`src/rtl/divisor_pkg.sv`:
```
// Shared types and constants for the divisor block.
// State encoding and default operand width.
package divisor_pkg;

  localparam int WIDTH_DEF = 5;

  typedef enum logic [1:0] {
    S_IDLE = 2'd0,
    S_LOAD = 2'd1,
    S_CALC = 2'd2,
    S_DONE = 2'd3
  } state_e;

endpackage

```
`src/rtl/divisor_subtrator.sv`:
```
// Ripple-borrow subtractor used for the trial subtraction.
// diff_o = a_i - b_i, borrow_o set when a_i < b_i.
module subtrator #(
  parameter int N = 6
) (
  input  logic [N-1:0] a_i,
  input  logic [N-1:0] b_i,
  output logic [N-1:0] diff_o,
  output logic         borrow_o
);

  // borrow ripples from LSB to MSB
  always_comb begin
    logic [N:0] bw;
    bw       = '0;
    diff_o   = '0;
    for (int i = 0; i < N; i++) begin
      diff_o[i] = a_i[i] ^ b_i[i] ^ bw[i];
      bw[i+1]   = (~a_i[i] & b_i[i])
                | (~(a_i[i] ^ b_i[i]) & bw[i]);
    end
    borrow_o = bw[N];
  end

endmodule

```
`src/rtl/divisor.sv`:
```
// Restoring shift-subtract divider driven by a pushbutton.
// Quotient/remainder shown on the green/red LEDs.
module divisor
  import divisor_pkg::*;
#(
  parameter int WIDTH       = WIDTH_DEF,
  parameter int SYNC_STAGES = 2
) (
  input  logic       CLOCK_50,
  input  logic [3:0] KEY,
  input  logic [9:0] SW,
  output logic [7:0] LEDG,
  output logic [7:0] LEDR
);

  localparam int CW =
    (WIDTH > 1) ? $clog2(WIDTH) : 1;
  localparam logic [CW-1:0] CNT_TOP =
    CW'(WIDTH - 1);

  logic rst_n;
  assign rst_n = KEY[0];

  logic unused_keys;
  assign unused_keys = ^KEY[3:2];

  logic [WIDTH-1:0] sw_dvd;
  logic [WIDTH-1:0] sw_dvs;
  assign sw_dvd = SW[WIDTH-1:0];
  assign sw_dvs = SW[2*WIDTH-1:WIDTH];

  logic [SYNC_STAGES-1:0] sync_q;
  logic                   hist_q;
  logic                   start;

  // synchronize KEY[1]; reset parks it released
  always_ff @(posedge CLOCK_50) begin
    if (!rst_n) begin
      sync_q <= '1;
      hist_q <= 1'b1;
    end else begin
      sync_q <= SYNC_STAGES'({sync_q, KEY[1]});
      hist_q <= sync_q[SYNC_STAGES-1];
    end
  end

  assign start = hist_q & ~sync_q[SYNC_STAGES-1];

  state_e state_q, state_d;

  logic [WIDTH-1:0] dvd_q, dvs_q;
  logic [WIDTH-1:0] prem_q, qw_q;
  logic [CW-1:0]    cnt_q;
  logic [WIDTH-1:0] quot_q, rem_q;
  logic             err_q;

  logic [WIDTH:0]   shifted, diff;
  logic             borrow;
  logic             qbit;
  logic [WIDTH-1:0] prem_nx;

  assign shifted = {prem_q, dvd_q[cnt_q]};

  subtrator #(
    .N (WIDTH + 1)
  ) u_sub (
    .a_i      (shifted),
    .b_i      ({1'b0, dvs_q}),
    .diff_o   (diff),
    .borrow_o (borrow)
  );

  assign qbit    = ~borrow;
  assign prem_nx = borrow ? shifted[WIDTH-1:0]
                          : diff[WIDTH-1:0];

  // state register
  always_ff @(posedge CLOCK_50) begin
    if (!rst_n) state_q <= S_IDLE;
    else        state_q <= state_d;
  end

  // next-state logic
  always_comb begin
    state_d = state_q;
    unique case (state_q)
      S_IDLE: if (start) state_d = S_LOAD;
      S_LOAD: state_d = (sw_dvs == '0) ? S_DONE
                                       : S_CALC;
      S_CALC: if (cnt_q == '0) state_d = S_DONE;
      S_DONE: if (start) state_d = S_LOAD;
      default: state_d = S_IDLE;
    endcase
  end

  // operands, iteration and result registers
  always_ff @(posedge CLOCK_50) begin
    if (!rst_n) begin
      dvd_q  <= '0;
      dvs_q  <= '0;
      prem_q <= '0;
      qw_q   <= '0;
      cnt_q  <= '0;
      quot_q <= '0;
      rem_q  <= '0;
      err_q  <= 1'b0;
    end else begin
      unique case (state_q)
        S_IDLE, S_DONE: begin
          if (start) begin
            quot_q <= '0;
            rem_q  <= '0;
            err_q  <= 1'b0;
          end
        end
        S_LOAD: begin
          dvd_q  <= sw_dvd;
          dvs_q  <= sw_dvs;
          prem_q <= '0;
          qw_q   <= '0;
          cnt_q  <= CNT_TOP;
          if (sw_dvs == '0) begin
            quot_q <= '1;
            rem_q  <= sw_dvd;
            err_q  <= 1'b1;
          end
        end
        S_CALC: begin
          prem_q <= prem_nx;
          qw_q   <= {qw_q[WIDTH-2:0], qbit};
          cnt_q  <= cnt_q - 1'b1;
          if (cnt_q == '0) begin
            quot_q <= {qw_q[WIDTH-2:0], qbit};
            rem_q  <= prem_nx;
          end
        end
        default: ;
      endcase
    end
  end

  logic busy, done;
  assign busy = (state_q == S_LOAD)
             || (state_q == S_CALC);
  assign done = (state_q == S_DONE);

  assign LEDG = {done, busy, 1'b0, quot_q};
  assign LEDR = {err_q, 2'b00, rem_q};

endmodule

```
`config.mk`:
```
export PLATFORM = sky130hd
export DESIGN_NAME = divisor
export DESIGN_NICKNAME = d
export VERILOG_FILES = /design/src/rtl/divisor_pkg.sv /design/src/rtl/divisor_subtrator.sv /design/src/rtl/divisor.sv
export SDC_FILE = /design/constraint.sdc
export NUM_CORES = 1
export LEC_CHECK = 0
export CAP_MARGIN = 20
export CORE_UTILIZATION = 47
export CTS_CLUSTER_DIAMETER = 50
export DETAILED_ROUTE_END_ITERATION = 12
export GPL_ROUTABILITY_DRIVEN = 0
export PLACE_DENSITY = 0.75
export SETUP_SLACK_MARGIN = 0.1
export SYNTH_ARGS = -nofsm -noshare
export SYNTH_HDL_FRONTEND = slang
export SYNTH_SLANG_ARGS = --single-unit
export TNS_END_PERCENT = 50
```
`constraint.sdc`:
```
create_clock -name CLOCK_50 -period 2.8 [get_ports CLOCK_50]
set_input_delay 0.42 -clock CLOCK_50 [delete_from_list [all_inputs] [get_ports CLOCK_50]]
set_output_delay 0.42 -clock CLOCK_50 [all_outputs]
set_load 0.1 [all_outputs]
```
==> run summary <==
status: finished, violations left
violated checks: negative setup slack
ratio of cells with drive above 1 in the final layout: 0.217
Synth async-reset ratio: 0
number of cell rows: 22
CTS tree: yes
routed wire length: 4380 um
Bufs on Longest Clock Path: 2
critical-path maximum fanout: 6
Period Utilization, post-route: 1.11
vias: 1610
synth unique cells: 38
cell repeated most along the worst path: fa_2
TritonRoute pass-1 iters: 4
Worst Setup SP: cnt_q[1]
max_cap viols: 0
Post-synth EDFFs: 0
H-tree Lvls: 2
CP arrival: 3.27 ns
hold_buf cts: 0
Final min period: 3.10 ns
Avg WL per Cell: 15.0 um
Gate Count Post-Synth: 217
largest net degree at the start of global routing: 23
Final Total Pwr: 2690 uW
Post-Place Cell Area: 2150 um2
power per cell area: 1170 nW/um2
worst path cell trace: mux2i_2 -> o31ai_4 -> nor2_1 -> ha_2 -> fa_2 -> fa_2 -> fa_2 -> inv_2 -> fa_2 -> or2_4 -> o211a_1 -> o211ai_1 -> a21oi_1
Worst setup SP type: flop
Final ANT Viol Nets: 0
CTS root buf: clkbuf_8
Setup violations, final: 12
clock skew: 0.00415 ns
Slew @ Worst Pin: 0.769 ns
Final nets: 271
Synth Area in Adders: 0.0898
Leakage: 0.000937 uW
unrepaired setup endpoints after global routing: true
number of remaining DRC errors: 0
CTS buffer count: 5
Clk Latency, worst-skew pair: 0.29 ns
die span in y: 65.0 um
Crit path largest cell delay: 0.42 ns
Synth Area in Compound Gates: 0.192
final hold violation count: 0
Crit path max-delay family: adder cells
synthesis-to-finish area growth: 22.9%
PortBufs: 25
Sink Count: 38
top cells by area, synth: dfxtp_1, a21oi_1, mux2i_1
setup TNS: -2.69 ns
Crit. End Element: flop
post-synth top area cell: dfxtp_1
n_diodes: 0
final core occ: 0.613
first-pass GRT wire length: 7250 um
fmax: 0.323 GHz
1st-iter DRT viols: 129
core area: 3740 um2
post-route worst setup slack: -0.301 ns
Detailed Place HPWL: 3070 um
Synth Area in Simple Gates: 0.169
Starting Density: 0.499
Crit Path Class: reg -> reg
synthesis-stage register bit count: 38
Die Area: 4230 um2
synth warn: 0
sequential area share after synthesis: 0.407
Synth Cell Area: 1870 um2
Critical R2R Launch: cnt_q[1]
Critical Path RT: 2.97 ns
relative slew slack: 0.487
Synth Area in XOR/XNOR: 0
grt ovf: 0
Slew Viols, Final: 0
Buf/Inv on CP: 1
# fillers: 344
gr usage total: 0.228
initial antenna violation count: 0
Top FF cell, synth: dfxtp_1
routed vias/inst: 5.51
Worst Hold Class: reg -> reg
IO Count: 31
CP max stage cell: fa_2
vias in the first global route: 1537
Synth top area share: 0.407
post-synthesis mux area share: 0.0650
die width: 65.0 um
syn avg cell area: 8.61 um2
Worst-path clk slew: 0.07 ns
Peak VDD IR: 0.341 mV
cell area after layout: 2300 um2
hold path startpoint: sync_q[0]
combinational family with the most area after synthesis: compound AO/OA/AOI/OAI gates
layout by cell type (no fill, tap or decap), drive strengths merged, types with 2 or more instances in the layout:
cell / Yosys / routed
o21ai: 17 / 17
nor2: 23 / 23
o31ai: 2 / 2
or2: 2 / 2
dfxtp: 38 / 38
nand3: 9 / 9
nand2b: 5 / 5
inv: 13 / 13
nor3: 2 / 2
o211a: 3 / 3
a21oi: 23 / 23
fa: 4 / 4
ha: 7 / 7
conb: 1 / 3
and2: 6 / 6
clkdlybuf4s50: 0 / 12
mux2i: 11 / 11
buf: 9 / 25
nand2: 12 / 12
o211ai: 6 / 6
clkbuf: 9 / 6
worst register-to-register path: stages (launching register included):
cell,delay (ns)
dfxtp_4,0.37
mux2i_2,0.27
o31ai_4,0.09
nor2_1,0.12
ha_2,0.19
fa_2,0.20
fa_2,0.20
fa_2,0.20
inv_2,0.04
fa_2,0.42
or2_4,0.28
o211a_1,0.23
o211ai_1,0.27
a21oi_1,0.10
state kept, by name (all words and copies together) (netlist names):
register	flops
dvd_q	5
dvs_q	5
prem_q	5
quot_q	5
rem_q	5
qw_q	4
cnt_q	3
state_q	2
sync_q	2
err_q	1
hist_q	1
metal layers:
metal / vias up / routed length (um) / GRT usage
met4: 0 / 88 / 0.0870
met1: 770 / 1950 / 0.291
met5: - / 0 / 0
met3: 10 / 208 / 0.0511
li1: 787 / - / -
met2: 43 / 2140 / 0.372
power by group:
group	internal (uW)	leakage, uW	switching (uW)
clock	190	0.0000431	178
combinational	513	0.000583	1060
sequential	658	0.000311	89.2
cell usage after synthesis, types with 2 or more instances:
cell type and instances:
dfxtp_1 38, a21oi_1 23, nor2_1 23, o21ai_0 17, inv_1 12, nand2_1 12
mux2i_1 11, clkbuf_1 9, nand3_1 9, ha_1 7, and2_1 6, buf_4 6
o211ai_1 6, nand2b_1 5, fa_1 4, o211a_1 3, buf_1 2, nor3_1 2
o31ai_1 2, or2_2 2
through the flow:
stage	hold WS (ns)	setup WS [ns]	std cells
2_1_floorplan	0.386	-0.133	219
3_3_place_gp	0.392	-0.301	284
3_5_place_dp	0.393	-0.424	284
4_1_cts	0.409	-0.276	292
5_1_grt	0.453	-0.396	292
6_report	0.407	-0.301	292
area by class of cell:
| class | instances | area, um2 | share of cell area |
|---|---|---|---|
| multi-input cells | 150 | 1030 | 0.449 |
| flip-flops and latches | 38 | 767 | 0.334 |
| repair buffers | 37 | 308 | 0.134 |
| clock buffers | 6 | 82.6 | 0.0360 |
| well taps | 48 | 60.1 | 0.0262 |
| inverters | 13 | 48.8 | 0.0213 |
worst paths after layout:
kind	endpoint	slack [ns]	cells past startpoint
max	rem_q[2]	-0.30	13
min	sync_q[1]	0.41	1
max reg2reg	rem_q[2]	-0.30	13
min reg2reg	sync_q[1]	0.41	1
timing repair:
item / 4_1_cts / 5_1_grt
endpoints found under the setup margin: 12 / 12
cloned: 0 / 0
endpoints found under the hold margin: 0 / 0
resized for setup: 13 / 3
pin swaps: 7 / 3
buffers inserted: 2 / 0
cell families after synthesis:
logic type,Yosys count
and+or+nand+nor,64
DFF,38
other,1
buffers and inverters,31
AOI/OAI and AO/OA,60
muxes,12
adders and majority gates,11
Power figures use the tool's default switching activity.
